--- config.mk ---
export PLATFORM = sky130hd
export DESIGN_NAME = dmem_access_seq
export DESIGN_NICKNAME = d
export VERILOG_FILES = /design/src/rtl/dmem_access_seq.sv
export SDC_FILE = /design/constraint.sdc
export NUM_CORES = 1
export LEC_CHECK = 0
export ABC_AREA = 1
export CORE_MARGIN = 3
export CORE_UTILIZATION = 50
export CTS_CLUSTER_DIAMETER = 200
export DETAILED_ROUTE_END_ITERATION = 10
export DONT_BUFFER_PORTS = 1
export MAX_ROUTING_LAYER = met4
export SLEW_MARGIN = 5
export SYNTH_ARGS = -nofsm -noshare
export SYNTH_HDL_FRONTEND = slang
export SYNTH_SLANG_ARGS = --single-unit
--- constraint.sdc ---
create_clock -name clk -period 4.3 [get_ports clk]
set_input_delay 0.43 -clock clk [delete_from_list [all_inputs] [get_ports clk]]
set_output_delay 0.43 -clock clk [all_outputs]
set_load 0.03 [all_outputs]
--- src/rtl/dmem_access_seq.sv ---
// Sequences EX/MEM data-memory accesses into registered strobes with WAIT_CYCLES wait states.
// Stalls the pipeline from acceptance until DONE; illegal read+write requests pulse err instead.
module dmem_access_seq #(
  parameter int WAIT_CYCLES = 2,
  parameter int ADDR_W      = 32,
  parameter int DATA_W      = 32
) (
  input  logic              clk,
  input  logic              rst,
  input  logic              mem_en,
  input  logic              rd_n,
  input  logic              wr_n,
  input  logic [ADDR_W-1:0] addr,
  input  logic [DATA_W-1:0] wdata,
  output logic              stall,
  output logic [DATA_W-1:0] rdata,
  output logic              rdata_valid,
  output logic              err,
  output logic              DmemREB,
  output logic              DmemWEB,
  output logic [ADDR_W-1:0] DmemAddr,
  output logic [DATA_W-1:0] DmemWData,
  input  logic [DATA_W-1:0] DmemRData
);

  typedef enum logic [1:0] {IDLE, READ, WRITE, DONE} state_t;

  localparam logic [3:0] WAIT_LD = 4'(WAIT_CYCLES);

  state_t     state, state_nxt;
  logic [3:0] cnt;
  logic       acc_rd, acc_wr, last;

  assign last = (cnt == 4'd0);

  always_ff @(posedge clk or posedge rst) begin
    if (rst) state <= IDLE;
    else     state <= state_nxt;
  end

  always_comb begin
    state_nxt = state;
    acc_rd    = 1'b0;
    acc_wr    = 1'b0;
    stall     = 1'b0;
    err       = 1'b0;
    case (state)
      IDLE: begin
        if (mem_en && !rd_n && wr_n) begin
          acc_rd    = 1'b1;
          state_nxt = READ;
        end else if (mem_en && rd_n && !wr_n) begin
          acc_wr    = 1'b1;
          state_nxt = WRITE;
        end else if (mem_en && !rd_n && !wr_n) begin
          err = 1'b1;
        end
        stall = acc_rd | acc_wr;
      end
      READ, WRITE: begin
        stall = 1'b1;
        if (last) state_nxt = DONE;
      end
      DONE:    state_nxt = IDLE;
      default: state_nxt = IDLE;
    endcase
    // Reset must silence the combinational outputs even while a request is presented.
    if (rst) begin
      stall = 1'b0;
      err   = 1'b0;
    end
  end

  always_ff @(posedge clk or posedge rst) begin
    if (rst) begin
      cnt         <= 4'd0;
      DmemREB     <= 1'b1;
      DmemWEB     <= 1'b1;
      DmemAddr    <= '0;
      DmemWData   <= '0;
      rdata       <= '0;
      rdata_valid <= 1'b0;
    end else begin
      rdata_valid <= 1'b0;
      if (acc_rd) begin
        DmemAddr <= addr;
        cnt      <= WAIT_LD;
        DmemREB  <= 1'b0;
      end
      if (acc_wr) begin
        DmemAddr  <= addr;
        DmemWData <= wdata;
        cnt       <= WAIT_LD;
        DmemWEB   <= 1'b0;
      end
      if (state == READ || state == WRITE) begin
        if (last) begin
          DmemREB <= 1'b1;
          DmemWEB <= 1'b1;
          if (state == READ) begin
            rdata       <= DmemRData;
            rdata_valid <= 1'b1;
          end
        end else begin
          cnt <= cnt - 4'd1;
        end
      end
    end
  end

endmodule

# ---- Word-level counts from Yosys, hierarchy flattened
# Cells that the tools add are included.
dict set report word_totals {
  reg_bits 105
  out_inout_bits 101
  elab_cells 62
}
dict set report op_classes {
  add_sub_neg 1
  n_eq_ne 5
  muxes 33
  bitwise_logic 1
  reduce_logical 14
}
# op count
set ops {}
lappend ops {{$mux W32} 2}
lappend ops {{$mux W1} 22}
lappend ops {{$mux W4} 4}
lappend ops {{$mux W2} 3}
lappend ops {{$pmux W2 S3} 1}
lappend ops {{$logic_and A1 B1 Y1} 5}
lappend ops {{$eq A2 B2 Y1 const B} 2}
lappend ops {{$logic_not A4 Y1} 1}
lappend ops {{$sub A4 B1 Y4 const B} 1}
lappend ops {{$ne A3 B3 Y1 const B} 1}
lappend ops {{$reduce_and A3 Y1} 1}
lappend ops {{$eq A2 B1 Y1 const B} 1}
lappend ops {{$logic_not A1 Y1} 2}
lappend ops {{$logic_not A2 Y1} 1}
lappend ops {{$ne A2 B2 Y1 const B} 1}
lappend ops {{$pmux W1 S2} 1}
lappend ops {{$reduce_and A2 Y1} 1}
lappend ops {{$reduce_bool A2 Y1} 1}
lappend ops {{$reduce_or A2 Y1} 1}
lappend ops {{$logic_or A1 B1 Y1} 1}
lappend ops {{$or A1 B1 Y1} 1}

# ---- Depth between registers and ports, before layout
# Gate-level depths: netlist (run 1).
dict set report logic_depth {
  ltp_word 10
  mapped_depth 9
}

# ---- Least setup slack after synthesis (run 1)
# OpenSTA, ideal clock, no wires.
dict set report synth_timing {
  path_type {reg-to-output}
  start {register state[0]}
  end {output port err}
  arrival_ps 1499
  t_required_ps 3870
  path_slack_ps 2371
  path_stages_with_launch 6
  cell_sequence {dfrtp_1 -> inv_1 -> ha_1 -> buf_2 -> inv_1 -> nor3_1}
}
dict set report synth_between {
  elab_chain_cells 3
}
# item line
set synth_lines {}
lappend synth_lines {{start, declared} 30} ;# state_t state, state_nxt;
lappend synth_lines {{start signal, assigned} 38} ;# else state <= state_nxt;
lappend synth_lines {{$logic_not A2 Y1} 47} ;# case (state)
lappend synth_lines {{$mux W1} 47}
lappend synth_lines {{$mux W1} 68} ;# if (rst) begin
lappend synth_lines {{end, declared} 18} ;# output logic err,
# Every way passes these cells.

# ---- Worst setup path after layout (run 1)
dict set report layout_timing {
  start {register state[0]}
  end {output port stall}
}
dict set report layout_between {
  elab_chain_cells 4
}
# item line
set layout_lines {}
lappend layout_lines {{$eq A2 B1 Y1 or $eq A2 B2 Y1 (tied branches)} 47}
lappend layout_lines {{$reduce_or A2 Y1} 47}
lappend layout_lines {{$pmux W1 S2 (*)} 47}
lappend layout_lines {{$mux W1 (*)} 68}
lappend layout_lines {{end, declared} 15} ;# output logic stall,
# Mark *: on every way between the ends. The rest lies on a longest branch, timed or not.

==> summary.txt, run 1 <==
Place
  • Port Buffers: 0
  • Routability cong.: 0.805
  • Pre-CTS WS: 1910 ps
  • DP HPWL: 6690 µm

Floorplan
  • Die Height: about 98 µm
  • # IOs: 202
  • Die area: 9560 µm²
  • Die width: 97.8 µm
  • Row count: 32
  • Placeable Area: 7970 µm²
  • Starting Density: 52.8%

Route
  • Routed via count: 2,939
  • DRT Pass-1 Iters: 4
  • Post-route DRC violation count: 0
  • 1st-iter DRT viols: 119
  • DRT Wirelength: 9540 µm
  • Via density: 5.03
  • Per-cell routed wire length: 16.3 µm
  • Antenna viol nets, final: 0

Synth
  • Area contributors post-synth: dfrtp_1, nand2_1, buf_6, dfstp_2, ha_1
  • Post-synthesis instance area: 4210 µm²
  • Async SR Flop Fraction: 100%
  • Top cells by count, synth: nand2_1, dfrtp_1, inv_1, nand3_1, buf_2
  • Predominant post-synthesis flop cell: dfrtp_1
  • Cells after synthesis: between 400 and 500
  • Yosys top cell area share: about three fifths
  • Yosys warnings: 0
  • Post-synth EDFFs: 0
  • Yosys top cell by area: dfrtp_1
  • Post-synthesis cell type count: 21
  • Count leader, synth: nand2_1
  • Sequential area share after synthesis: 62.5%
  • Register bit total from synthesis: 105
  • Post-Syn Area per Cell: 8.70 µm²
  • Net Count, Synth: 589

Critical path
  • Critical-path cell list: inv_1, ha_1, nand2_2, nand2_1, nand2_1, inv_1
  • Setup CP Type: reg -> out
  • Required @ worst endpoint: 3870 ps
  • Crit path arrival time: 2060 ps
  • Slowest stage delay, CP: 450 ps
  • Startpoint types: flop
  • Crit path capture type: primary output
  • CP max FO: 35
  • Worst Setup SP: state[0]
  • Crit-path leading delay family: simple AND/OR/NAND/NOR gates
  • Crit-path slowest cell: nand2_2
  • CP Buf/Inv Count: 2
  • Reg2Reg Launch Point: state[0]

Clock tree
  • Clk buf depth: 2
  • Num CTS Buffers: 9
  • CTS clock-pin slew for the worst setup and hold paths: 100 ps
  • Root buffer cell: clkbuf_8
  • Resize count post-CTS: 0
  • CTS tree: done
  • Htree depth: 3
  • Worst-Skew Late Latency: 350 ps
  • CTS Hold Bufs: 0
  • Clock sinks: 105
  • Post-CTS Repair Setup Buffers: 0

Timing
  • Final Hold Fails: 0
  • RSZ-0062 raised after global routing: false
  • Worst Max-Slew Pin Slew: approximately 900 ps
  • Hold_ws: 133 ps
  • Post-layout min period: 2490 ps
  • Max Clock Freq: ~400 MHz
  • Fin worst setup slack: between 1500 and 2000 ps
  • Setup violations, final: 0
  • TNS Setup: 0 ps
  • Clock skew: 13.3 ps
  • Slew Limit Fails: 0
  • Slew headroom: 39.7%
  • Period Utilization, post-route: 57.9%

Global route
  • Remaining Overflow, GRT: 0
  • Total GRT Usage: 20.4%
  • Vias in the first global route: 3,000
  • Initial antenna violation count: 0
  • Largest net degree at the start of global routing: 76
  • First-pass GRT wire length: ~15,000 µm

Finish
  • Post-layout util: 55.0%
  • Ant diodes: 0
  • Layout area overhead: 4.04%
  • Nets: 582
  • Layout cell share with drive strength beyond 1: 5.60%

Worst hold path
  • HP Class: in -> async

Power
  • Leak Pwr: 0.00238 µW
  • Power Dens Cells: ~900 nW/µm²
  • Max VDD drop: 0.358 mV

Run
  • Max Cap Viol: 0

Run status
  • Status: finished, final reports clean
[state kept, by name (all words and copies together) (netlist names)]
name / cells
rdata: 32
cnt: 4
DmemREB: 1
DmemWEB: 1
DmemWData: 32
DmemAddr: 32
rdata_valid: 1
state: 2
[report_power, final]
group / leakage (µW) / switching [µW] / total (µW) / internal [µW]
Combinational: 0.00107 / 460 / 730 / 270
Clock: 0.0000785 / 332 / 544 / 212
Sequential: 0.00124 / 1220 / 2650 / 1440
Total: 0.00238 / 2010 / 3930 / 1920
[per-layer routing]
layer  track usage [%]  part of all wire [%]  up-vias
li1                  -                     -     1436
met1              26.4                    41     1336
met2              31.0                    46      152
met3              6.00                    11       15
met4              6.71                   1.7        0
met5                 -                     0        -
[final cells by class]
class	count	area, µm²
well taps	102	128
fillers	751	3590
inverters	16	62.6
repair buffers	1	7.51
flip-flops and latches	105	2630
clock inverters	6	45.0
multi-input cells	344	1380
clock buffers	10	128
[path summary, 6_finish.rpt]
path	end	slack, ps	cells after the start
hold / removal	DmemAddr[24]	130	1
setup / recovery	stall	1810	6
max in group asynchronous	DmemAddr[14]	3230	2
setup reg to reg	rdata[3]	1860	6
min in group clk	rdata[29]	180	2
hold reg to reg	state[1]	520	2
[worst reg2reg max path: cells and delay by family, from the launching register on]
kind | cells | cell delay, ps
DFF | 1 | 420
adders and majority gates | 1 | 380
buffers and inverters | 2 | 770
and+or+nand+nor | 3 | 810
[cells in the final DEF (no fill, tap or decap)]
cell type   count
ha_1            4
nor2_1          6
clkbuf_8        9
nor3_1          1
inv_4           1
nand3_1        10
dfstp_2         2
nor2_2          1
nand2_2         2
nand4_4         1
inv_1          12
o21ai_0         1
clkinv_4        2
nand4_1         1
nand2_1       315
clkbuf_1        1
dfrtp_1       103
clkinvlp_4      3
buf_4           1
inv_2           3
clkinv_2        1
nand3_2         1
xor2_1          1
[per-stage QoR]
stage,instances,total power (µW),cell area [µm²]
final,584,3930,4380
after global routing,584,4180,4380
after CTS,584,3970,4380
after detailed placement,568,3420,4210
after global placement,568,3380,4210
after floorplan,484,3190,4210
[cell families after synthesis]
group / after synthesis / synth area share, %
buf+inv: 35 / 4.75
fa+ha+maj: 4 / 1.19
simple gates: 338 / 31.3
compound gates: 1 / 0.119
xor+xnor: 1 / 0.208
flops: 105 / 62.5
Note: power is estimated with default switching activity, not from simulation.
==> run 2, diff against run 1 <==
--- a/config.mk
+++ b/config.mk
@@ -12,6 +12,7 @@
 export DETAILED_ROUTE_END_ITERATION = 10
 export DONT_BUFFER_PORTS = 1
 export MAX_ROUTING_LAYER = met4
+export PLACE_DENSITY = 0.68
 export SLEW_MARGIN = 5
 export SYNTH_ARGS = -nofsm -noshare
 export SYNTH_HDL_FRONTEND = slang
==> constraint.sdc (replaced) <==
create_clock -name clk -period 2.2 [get_ports clk]
set_input_delay 0.22 -clock clk [delete_from_list [all_inputs] [get_ports clk]]
set_output_delay 0.22 -clock clk [all_outputs]
set_load 0.03 [all_outputs]
==> summary.txt, run 2 (synthesis results as in run 1) <==
Run status
  • Status: finished, final reports clean

Critical path
  • Most used cell along the critical path: inv_1
  • Slowest stage delay, CP: 400 ps
  • Required @ worst endpoint: a little under 2000 ps
  • Crit-path slowest cell: dfrtp_1
  • Reg2Reg Depth: 6
  • CP Buf/Inv Count: 3
  • Critical-path cell list: inv_1, ha_1, inv_1, nand2_1, nand2_1, inv_1
  • WP depth: 6
  • Worst R2R Setup Slack: 380 ps
  • Crit-path leading delay family: flip-flops
  • Crit path capture type: primary output
  • CP max FO: 5
  • Startpoint types: flop
  • Crit path arrival time: about 1600 ps
  • Setup CP Type: reg -> out

Global route
  • Vias in the first global route: 3,420
  • Initial antenna violation count: 0
  • GRT busiest layer: met2
  • Largest net degree at the start of global routing: 38
  • First-pass GRT wire length: 17,000 µm
  • Total GRT Usage: 22.8%
  • Remaining Overflow, GRT: 0
  • M2 GR Usage: 39.0%
  • GRT met1 Usage: 25.9%
  • GRT met3 Usage: under 10%

Place
  • DP HPWL: ~6500 µm
  • Placed Area: approximately 4300 µm²
  • Pre-CTS WS: approximately 410 ps
  • Routability cong.: between 0.7 and 0.8
  • Port Buffers: 0

Route
  • Antenna viol nets, final: 0
  • DRT Pass-1 Iters: 4
  • Per-cell routed wire length: 15.4 µm
  • DRT Wirelength: 10,600 µm
  • Post-route DRC violation count: 0
  • Via density: approximately 4.9
  • Routed via count: 3,395
  • 1st-iter DRT viols: approximately 160

Run
  • Max Cap Viol: 0

Worst hold path
  • Worst Hold Path Cells: 3
  • HP Class: in -> reg

Finish
  • Ant diodes: 0
  • Biggest regs: DmemAddr (32), DmemWData (32), rdata (32)
  • Post-layout util: 68.0%
  • Layout area overhead: 28.7%
  • Reg area: 2630 µm²
  • Final Instance Area: about 5400 µm²
  • Most frequent cells in the layout: nand2_1, dfrtp_1, dlygate4sd3_1
  • Fill count: 600
  • Nets: just under 700
  • Footprint of the multi-input gates: 1380 µm²
  • Layout cell share with drive strength beyond 1: 5.63%
  • Most common cell after layout, fill and taps aside: nand2_1

Timing
  • Period Utilization, post-route: 84.4%
  • Slew headroom: 65.6%
  • RSZ-0062 raised after global routing: false
  • Post-layout min period: about 1900 ps
  • Worst Max-Slew Pin Slew: approximately 510 ps
  • TNS Setup: 0 ps
  • Max Clock Freq: about 540 MHz
  • Slew Limit Fails: 0
  • Fin worst setup slack: 343 ps
  • Setup violations, final: 0
  • Final Hold Fails: 0
  • Clock skew: about 9.6 ps

Floorplan
  • Die area: about 9600 µm²
  • Die Height: 97.8 µm
  • Die width: 97.8 µm
  • # IOs: 202
  • Row count: 32
  • Placeable Area: 7970 µm²
  • Starting Density: 52.8%

Power
  • Power Dens Cells: 1450 nW/µm²
  • Leak Pwr: 0.00283 µW
  • Pwr Total: between 7000 and 8000 µW
  • Max VDD drop: 0.840 mV

Clock tree
  • Clk buf depth: 2
  • Clock sinks: 105
  • Worst-Skew Late Latency: 350 ps
  • CTS tree: done
  • Htree depth: 3
  • CTS clock-pin slew for the worst setup and hold paths: 90 ps
  • Root buffer cell: clkbuf_8
  • Num CTS Buffers: 9
  • Post-CTS Repair Setup Buffers: 0
[run 2: changes by cell type in the layout (fill, tap and decap cells not counted), sizes merged]
cell / before / now
clkbuf: 10 / 12
dlygate4sd3: 0 / 97
buf: 1 / 8
clkinvlp: 3 / 1
[run 2: final cells by class]
class                   instances  area share, %
clock buffers                  12           2.68
repair buffers                105           19.3
well taps                     102           2.36
clock inverters                 4          0.508
multi-input cells             344           25.5
inverters                      16           1.18
flip-flops and latches        105           48.5
[run 2: per-stage QoR]
stage                     hold WS, ps  cells
after floorplan                   330    484
after global placement            106    575
after detailed placement          111    575
after CTS                         131    688
after global routing              145    688
final                             150    688
[run 2: worst reg2reg max path: stages (launching register included)]
cell and delay, ps:
dfrtp_1 400, inv_1 90, ha_1 310, nand4_4 270, inv_2 450, nand2_1 150, nand2_1 90
[run 2: metal layers]
layer | up-vias | share of wire, % | routed length (µm)
met5 | - | 0 | 0
met4 | 0 | 2.1 | 227
met3 | 14 | 8.5 | 898
met2 | 166 | 51 | 5410
met1 | 1575 | 38 | 4040
li1 | 1640 | - | -
[run 2: final timing paths]
| kind | to | startpoint |
|---|---|---|
| max in group asynchronous | DmemREB | rst |
| min in group asynchronous | rdata[5] | rst |
| worst max register to register | DmemWData[27] | state[1] |
| worst max-delay path | stall | state[0] |
| worst min register to register | state[1] | state[1] |
| worst min-delay path | DmemREB | wr_n |
[run 2: repair_timing]
action / 4_1_cts / 5_1_grt
gates resized for setup: 0 / 0
hold buffers: 97 / 0
endpoints found under the hold margin: 113 / 0
[run 2: where the power goes]
| group | internal [µW] | leakage [µW] | switching, µW |
|---|---|---|---|
| clock | 447 | 0.0000907 | 610 |
| combinational | 665 | 0.00150 | 959 |
| sequential | 2810 | 0.00124 | 2380 |
| total | 3920 | 0.00283 | 3950 |
==> run 3, diff against run 2 <==
--- a/config.mk
+++ b/config.mk
@@ -12,7 +12,6 @@
 export DETAILED_ROUTE_END_ITERATION = 10
 export DONT_BUFFER_PORTS = 1
 export MAX_ROUTING_LAYER = met4
-export PLACE_DENSITY = 0.68
 export SLEW_MARGIN = 5
 export SYNTH_ARGS = -nofsm -noshare
 export SYNTH_HDL_FRONTEND = slang
==> constraint.sdc (replaced) <==
create_clock -name clk -period 1.8 [get_ports clk]
set_input_delay 0.18 -clock clk [delete_from_list [all_inputs] [get_ports clk]]
set_output_delay 0.18 -clock clk [all_outputs]
set_load 0.03 [all_outputs]
==> summary.txt, run 3 (synthesis results as in run 1) <==
Floorplan
  • Die Height: 97.8 µm
  • Die area: 9560 µm²
  • Row count: 32
  • # IOs: a little over 200
  • Starting Density: 52.8%
  • Die width: 97.8 µm
  • Placeable Area: 7970 µm²

Place
  • Port Buffers: 0
  • DP HPWL: 6600 µm
  • Placed Cells: 577
  • Routability cong.: 0.785

Global route
  • Initial antenna violation count: 0
  • Remaining Overflow, GRT: 0
  • First-pass GRT wire length: 16,800 µm
  • Vias in the first global route: 3,376
  • Largest net degree at the start of global routing: 43
  • Total GRT Usage: between 20% and 30%

Critical path
  • Crit path arrival time: 1530 ps
  • Setup CP Type: reg -> out
  • Startpoint types: flop
  • CP Buf/Inv Count: 3
  • Crit-path leading delay family: flip-flops
  • Crit path capture type: primary output
  • Most used cell along the critical path: inv_1
  • Critical-path cell list: inv_1, ha_4, inv_1, nor3_2, buf_4
  • Crit-path slowest cell: dfrtp_1
  • Required @ worst endpoint: about 1600 ps
  • CP max FO: 6
  • Slowest stage delay, CP: 420 ps

Route
  • Per-cell routed wire length: about 15 µm
  • Via density: 4.86
  • Antenna viol nets, final: 0
  • DRT Pass-1 Iters: 4
  • Post-route DRC violation count: 0
  • Routed via count: 3,356
  • DRT Wirelength: between 10,000 and 15,000 µm
  • 1st-iter DRT viols: 118

Power
  • Power Dens Cells: ~1800 nW/µm²
  • Max VDD drop: 0.988 mV
  • Leak Pwr: 0.00285 µW

Clock tree
  • Post-CTS Repair Setup Buffers: 0
  • Htree depth: 3
  • CTS tree: done
  • Clk buf depth: 2
  • CTS clock-pin slew for the worst setup and hold paths: 90 ps
  • Root buffer cell: clkbuf_8
  • Worst-Skew Late Latency: 350 ps
  • Num CTS Buffers: 9
  • Clock sinks: 105

Finish
  • Most frequent cells in the layout: nand2_1, dfrtp_1, dlygate4sd3_1
  • Fill count: 592
  • Reg area: 2630 µm²
  • Footprint of the multi-input gates: 1400 µm²
  • Nets: 688
  • Biggest regs: DmemAddr (32), DmemWData (32), rdata (32)
  • Finished Layout Cells: 690
  • Layout cell share with drive strength beyond 1: 6.46%
  • Ant diodes: 0
  • Most common cell after layout, fill and taps aside: nand2_1
  • Layout area overhead: 30.7%

Timing
  • TNS Setup: 0 ps
  • Final Hold Fails: 0
  • Period Utilization, post-route: 94.8%
  • Setup violations, final: 0
  • Post-layout min period: 1710 ps
  • Max Clock Freq: 586 MHz
  • Clock skew: 7.54 ps
  • RSZ-0062 raised after global routing: false
  • Worst Max-Slew Pin Slew: 585 ps
  • Slew Limit Fails: 0
  • Slew headroom: about three fifths

Run status
  • Status: finished, final reports clean

Worst hold path
  • HP Class: in -> reg

Run
  • Max Cap Viol: 0
-- run 3: cell count changes in the layout (fill, tap and decap cells not counted) --
cell | before | now
nor3_2 | 0 | 1
inv_1 | 12 | 11
buf_4 | 7 | 5
inv_6 | 1 | 0
ha_1 | 4 | 3
nor3_1 | 1 | 0
clkinvlp_4 | 1 | 3
buf_12 | 1 | 5
ha_4 | 0 | 1
inv_2 | 3 | 4
clkinv_2 | 2 | 1
-- run 3: cell type report --
type / instances / area share [%]
flip-flops and latches: 105 / 47.8
multi-input cells: 344 / 25.4
repair buffers: 107 / 20.2
clock buffers: 12 / 2.64
well taps: 102 / 2.32
inverters: 16 / 1.16
clock inverters: 4 / 0.523
-- run 3: path summary, 6_finish.rpt --
check / end / slack [ps] / startpoint / cells after the start
worst min-delay path: DmemREB / 100 / wr_n / 3
max in group asynchronous: DmemWEB / 760 / rst / 3
min in group asynchronous: DmemWData[7] / 390 / rst / 2
worst max register to register: rdata[2] / 260 / cnt[0] / 8
worst min register to register: state[1] / 510 / state[1] / 2
worst max-delay path: err / 90 / state[0] / 5
-- run 3: layer usage --
| metal | wire length (µm) | global-route usage, % | vias up |
|---|---|---|---|
| met5 | 0 | - | - |
| met4 | 124 | 6.07 | 0 |
| met3 | 807 | 6.21 | 12 |
| met2 | 5030 | 36.0 | 138 |
| met1 | 4330 | 28.0 | 1558 |
| li1 | - | - | 1648 |
-- run 3: tightest hold or removal path, cell delays in order --
cell and delay [ps]:
nand4_1 120, nand2_1 60, nand2_1 50
-- run 3: what timing repair did --
item	CTS	global route
hold buffers	97	0
setup endpoints to repair	2	2
resized for setup	3	1
hold endpoints to repair	119	0
-- run 3: power by group --
group          total (µW)  internal, µW  leakage, µW  switching [µW]
logic                2060           873      0.00153            1190
clock network        1310           543    0.0000826             763
registers            6330          3430      0.00124            2900
-- run 3: through the flow --
step / worst slack, ps / hold WS (ps) / util (%) / total power (µW) / area (µm²)
floorplan: 121 / 290 / - / 7620 / 4210
global placement: 276 / 147 / 54.5 / 8090 / 4340
detailed placement: 220 / 146 / 54.5 / 8210 / 4340
CTS: 11.8 / 94.7 / 68.9 / 9720 / 5490
global route: 15.4 / 114 / 69.0 / 10300 / 5500
finish: 93.4 / 98.7 / 69.0 / 9690 / 5500
